[src/rtl/avalon_mm_slave.sv]
// avalon_mm_slave
// Avalon-MM slave fronting a small bank of 32-bit registers. Each accepted
// transfer costs two clocks: the accept edge (one wait state) plus one
// acknowledge cycle in which waitrequest is low and readdata is valid.
//
// Ports:
//   clk         - system clock, rising-edge active
//   reset       - asynchronous, active-high reset
//   address     - byte address; word index = address[5:2], [1:0] ignored
//   read        - read request
//   write       - write request (wins over read when both are high)
//   chipselect  - slave select; requests ignored while low
//   writedata   - write data (full-word writes only)
//   waitrequest - high while the master must hold its request
//   readdata    - registered read data, valid while waitrequest is low after a read
//
// Register map: word 0 is a read-only ID constant, words 1..NUM_REGS-1 are RW.
// Addresses with any bit set above the register window read as 0 and ignore writes.

module avalon_mm_slave #(
    parameter int                    ADDR_WIDTH = 32,
    parameter int                    DATA_WIDTH = 32,
    parameter int                    NUM_REGS   = 16,
    parameter logic [DATA_WIDTH-1:0] ID_VALUE   = 32'hA5A5_0001
) (
    input  logic                  clk,
    input  logic                  reset,
    input  logic [ADDR_WIDTH-1:0] address,
    input  logic                  read,
    input  logic                  write,
    input  logic                  chipselect,
    input  logic [DATA_WIDTH-1:0] writedata,
    output logic                  waitrequest,
    output logic [DATA_WIDTH-1:0] readdata
);

    localparam int IDX_W = $clog2(NUM_REGS);

    typedef enum logic {
        IDLE = 1'b0,
        ACK  = 1'b1
    } state_t;

    state_t                state_q;
    state_t                state_d;
    logic [DATA_WIDTH-1:0] regs_q [NUM_REGS];
    logic [DATA_WIDTH-1:0] readdata_q;
    logic [DATA_WIDTH-1:0] readdata_d;

    logic                  req_s;
    logic                  accept_s;
    logic                  in_range_s;
    logic [IDX_W-1:0]      idx_s;
    logic                  wr_en_s;
    logic                  rd_en_s;
    logic [DATA_WIDTH-1:0] rd_val_s;
    logic                  unused_addr_s;

    // Byte-lane bits play no part in decoding.
    assign unused_addr_s = ^address[1:0];

    assign req_s      = chipselect & (read | write);
    assign idx_s      = address[IDX_W+1:2];
    assign in_range_s = (address[ADDR_WIDTH-1:IDX_W+2] == {(ADDR_WIDTH-IDX_W-2){1'b0}});
    // Only an IDLE request is executed; a request still high in ACK is the
    // tail of the transfer that was just completed.
    assign accept_s   = (state_q == IDLE) & req_s;
    assign wr_en_s    = accept_s & write & in_range_s & (idx_s != {IDX_W{1'b0}});
    assign rd_en_s    = accept_s & read & ~write;

    // Reset forces a wait state so no master can complete a transfer while held.
    assign waitrequest = reset | ((state_q == IDLE) & req_s);
    assign readdata    = readdata_q;

    // Decode the value a read of the current address would return.
    always_comb begin
        rd_val_s = {DATA_WIDTH{1'b0}};
        if (!in_range_s) begin
            rd_val_s = {DATA_WIDTH{1'b0}};
        end else if (idx_s == {IDX_W{1'b0}}) begin
            rd_val_s = ID_VALUE;
        end else begin
            rd_val_s = regs_q[idx_s];
        end
    end

    // Next-state and next-readdata logic of the two-state handshake FSM.
    always_comb begin
        state_d    = state_q;
        readdata_d = readdata_q;
        case (state_q)
            IDLE: begin
                if (req_s) begin
                    state_d = ACK;
                end else begin
                    state_d = IDLE;
                end
                if (rd_en_s) begin
                    readdata_d = rd_val_s;
                end else begin
                    readdata_d = readdata_q;
                end
            end
            ACK: begin
                state_d = IDLE;
            end
            default: begin
                state_d = IDLE;
            end
        endcase
    end

    // FSM state and registered read data.
    always_ff @(posedge clk or posedge reset) begin
        if (reset) begin
            state_q    <= IDLE;
            readdata_q <= {DATA_WIDTH{1'b0}};
        end else begin
            state_q    <= state_d;
            readdata_q <= readdata_d;
        end
    end

    // Register bank; word 0 is never written (its read value is ID_VALUE).
    always_ff @(posedge clk or posedge reset) begin
        if (reset) begin
            for (int i = 0; i < NUM_REGS; i++) begin
                regs_q[i] <= {DATA_WIDTH{1'b0}};
            end
        end else if (wr_en_s) begin
            regs_q[idx_s] <= writedata;
        end
    end

endmodule

[config.mk]
export PLATFORM = sky130hd
export DESIGN_NAME = avalon_mm_slave
export DESIGN_NICKNAME = d
export VERILOG_FILES = /design/src/rtl/avalon_mm_slave.sv
export SDC_FILE = /design/constraint.sdc
export NUM_CORES = 1
export LEC_CHECK = 0
export BUFFER_PORTS_ARGS = -buffer_cell sky130_fd_sc_hd__buf_2
export CAP_MARGIN = 20
export CORE_MARGIN = 4
export CORE_UTILIZATION = 50
export CTS_BUF_LIST = sky130_fd_sc_hd__clkbuf_8
export CTS_CLUSTER_DIAMETER = 30
export DETAILED_ROUTE_END_ITERATION = 12
export GPL_TIMING_DRIVEN = 0
export PLACE_DENSITY = 0.68
export SETUP_SLACK_MARGIN = 0.02
export SLEW_MARGIN = 10
export SYNTH_ARGS = -nofsm -noshare
export SYNTH_HDL_FRONTEND = slang
export SYNTH_SLANG_ARGS = --single-unit
[constraint.sdc]
create_clock -name clk -period 31.8 [get_ports clk]
set_input_delay 3.18 -clock clk [delete_from_list [all_inputs] [get_ports clk]]
set_output_delay 3.18 -clock clk [all_outputs]
set_load 0.005 [all_outputs]
==> metrics.md <==
| Metric | Value |
|---|---|
| Classification of the worst-slack hold path | reg -> reg |
| Synthesized area | 24000 um2 |
| Endpoint of the worst-slack reg-to-reg timing path | readdata[3] |
| Instance count along the most critical hold path | 1 |
| Critical Path AT | just under 4 ns |
| Worst reg2reg setup slack | roughly 30 ns |
| Count of H-tree levels built during CTS | 3 |
| Worst setup path category | in -> out |
| Number of hold buffers added after cts | 0 |
| Via count of the first global-routing pass | 15000 |
| Clock Pin Slew Worst Setup and Hold Paths | 0.05 ns |
| Critical Path RT | between 20 and 30 ns |
| Reported leakage power | between 10 and 15 nW |
| Setup crit start | chipselect |
| Post-CTS setup buffer count | 0 |
| Maximum net fanout on the critical path | 3 |
| Synth Instances | 1524 |
| Async set or reset register ratio after synthesis | 100% |
| Transition time at the pin with the least slew margin | roughly 1.1 ns |
| Yosys warnings | 0 |
| CTS tree | done |
| Outcome | completed |
| Count of standard-cell rows | 80 |
| Number of buffers on the longest clock path | 3 |
| Maximum number of pins on one net before global-route repair | approximately 120 |
| Top cell type's share of synthesized area | a little under three fifths |
| Initial antenna violation count | 4 |
| # resized after CTS | 0 |
| Placeable core region | between 40000 and 50000 um2 |
| Chip width | between 200 and 250 um |
| TritonRoute pass-1 iters | 5 |
| Beginning of the worst register-to-register path | state_q |
| Share of final-layout standard cells stronger than drive strength 1 | 52.8% |
| Antenna Violating Nets Remaining | 0 |
| Upper clock frequency limit | between 100 and 150 MHz |
| Total setup violations reported at the end of the flow | 0 |
| Number of primary I/O pins | roughly 100 |
| Slew headroom | roughly 26% |
| RSZ-0062 raised after global routing | false |
| Net count after synthesis | between 1500 and 2000 |
| Synthesized flop and latch total | 536 |
| Top cells by area, synth | sky130_fd_sc_hd__dfrtp_1 (56%), sky130_fd_sc_hd__mux2_2 (22%), sky130_fd_sc_hd__mux4_2 (10%), sky130_fd_sc_hd__buf_6 (1.4%), sky130_fd_sc_hd__mux2_4 (1.3%) |
| Wire per inst | between 20 and 30 um |
| Wirelength, routed | just over 60000 um |
| Power per cell area | roughly 56 nW/um2 |
| Largest clock skew in the final design | between 0.02 and 0.03 ns |
| Sink count of the clock tree | around 540 |
| Final Max Tran Viols | 0 |
| Die area | a little over 50000 um2 |
| Worst vdd ir | between 0.04 and 0.05 mV |
| Starting Density | 50.5% |
| Final Critical Period | 7.13 ns |
| Share of synthesized area occupied by flip-flops and latches | a little under three fifths |
| Kind of launch point of the worst setup path | input port |
| Max cap viols | 0 |
| First-iteration detailed-routing DRC count | about 1100 |
| Half-perimeter wire length after detailed placement | about 40000 um |
| Largest area contributor in the netlist | sky130_fd_sc_hd__dfrtp_1 |
| Clock buffer count from CTS | 112 |
| Root cell of the clock tree | sky130_fd_sc_hd__clkbuf_8 |
| Final layout net count | around 1800 |
| Count of filler cells inserted in the layout | 3738 |
| Origin of the worst min-delay path | regs_q[492] |
| Most used flip-flop cell after synthesis | sky130_fd_sc_hd__dfrtp_1 |
| Cell types with the highest counts after synthesis | sky130_fd_sc_hd__dfrtp_1 (536), sky130_fd_sc_hd__mux2_2 (461), sky130_fd_sc_hd__mux4_2 (109) |
| Post-route DRC violation count | 0 |
| Average size of a mapped cell | between 15 and 20 um2 |
| Number of placed cells counting well taps | around 2200 |
| Final setup TNS | 0 ns |
| Count of unique library cells instantiated by Yosys | 43 |
| Post-Layout Cell Count | approximately 2500 |
| Die height | 227 um |
| Final hold viol count | 0 |
| IO buf count | 97 |
| Final clock period utilization by the worst path | approximately 22% |
| Overflow left after global routing | 0 |
| Via count | between 10000 and 15000 |
| Most common cell in the synthesized netlist | sky130_fd_sc_hd__dfrtp_1 |
| Wire length of the first global-routing pass | between 90000 and 100000 um |
| Worst setup EP type | output pin |
| Worst Hold End | regs_q[492] |
| Clk_lat worst skew | between 0.7 and 0.8 ns |
| Synth-to-layout area growth | 16.6% |
| Number of enable-type register cells in the synthesized netlist | 0 |
| GRT Overall Usage | between 20% and 30% |
| Worst R2R Path Depth | 5 |
| Via-to-Cell Ratio | 5.84 |
| Placer's final routability congestion estimate | between 0.8 and 0.9 |
-- area by class of cell --
class	count	area [um2]	area share, %
Antenna cell	2	5.00	0.0179
Buffer	155	885	3.16
Clock buffer	142	1950	6.99
Clock inverter	66	643	2.30
Inverter	3	18.8	0.0671
Multi-Input combinational cell	830	9680	34.6
Sequential cell	536	13400	47.9
Tap cell	615	769	2.75
Timing Repair Buffer	102	607	2.17
-- worst max-delay path by stage --
| stage | to | depth (start not counted) |
|---|---|---|
| finish | waitrequest | 5 |
| global placement | regs_q[237] | 2 |
| CTS | waitrequest | 5 |
| floorplan | readdata[0] | 1 |
| global route | waitrequest | 5 |
| detailed placement | waitrequest | 5 |
-- logic make-up (layout without fill, tap and decap cells) --
| family | Yosys count | in the layout | synth area share, % |
|---|---|---|---|
| mux | 618 | 618 | 34.3 |
| other cells | 0 | 2 | 0 |
| buf+inv | 158 | 468 | 3.73 |
| compound gates | 113 | 113 | 3.50 |
| simple gates | 99 | 99 | 2.56 |
| flops | 536 | 536 | 55.9 |
-- sequential cells by signal, indices dropped and copies added, names as in the netlist --
signal	cells
regs_q	503
readdata	32
state_q	1
-- per-stage QoR --
step / cell area (um2) / util [%] / worst slack, ns / hold slack (ns) / total power [W]
floorplan: 24000 / - / 13.64 / 0.425 / 0.000730
global placement: 25200 / 53.1 / 8.29 / 0.435 / 0.000755
detailed placement: 25400 / 53.4 / 24.67 / 0.444 / 0.000757
CTS: 28000 / 58.8 / 24.67 / 0.459 / 0.00158
global route: 28000 / 58.8 / 24.65 / 0.473 / 0.00161
finish: 28000 / 58.8 / 24.67 / 0.453 / 0.00156
-- placed cells by master (no fill, tap or decap), drive strengths merged, types with 2 or more instances in the layout --
master and n:
inv 28, o22ai 3, mux4 109, bufinv 12
o21ai 30, mux2i 25, a221oi 24, nand3 13
mux2 484, nor3 6, buf 182, clkinv 22
a211oi 10, a22o 25, clkinvlp 7, a22oi 5
a2111oi 4, and2b 2, nor2b 10, o32ai 2
a21oi 2, o21bai 3, diode 2, dfrtp 536
nor2 13, nor4 6, nand4 5, clkbuf 217
nand2b 4, nand2 36
-- metal layers --
layer | GRT usage, % | share of wire, % | vias up
met1 | 33.1 | 43 | 7622
met3 | 5.25 | 5.4 | 128
met2 | 39.8 | 49 | 393
li1 | - | - | 6157
met5 | 0 | 0.037 | -
met4 | 8.53 | 3.1 | 4
-- where the power goes --
| part | internal (W) | switching (W) |
|---|---|---|
| combinational | 0.0000153 | 0.0000458 |
| sequential | 0.000683 | 0.0000000295 |
| clock | 0.000501 | 0.000316 |
-- worst max-delay path, stage by stage --
cell and delay, ns:
sky130_fd_sc_hd__buf_2 0.09, sky130_fd_sc_hd__nor2b_1 0.14, sky130_fd_sc_hd__o21a_1 0.14, sky130_fd_sc_hd__or2_2 0.27, sky130_fd_sc_hd__buf_2 0.13
No activity file was read; power rests on OpenSTA's default activity.
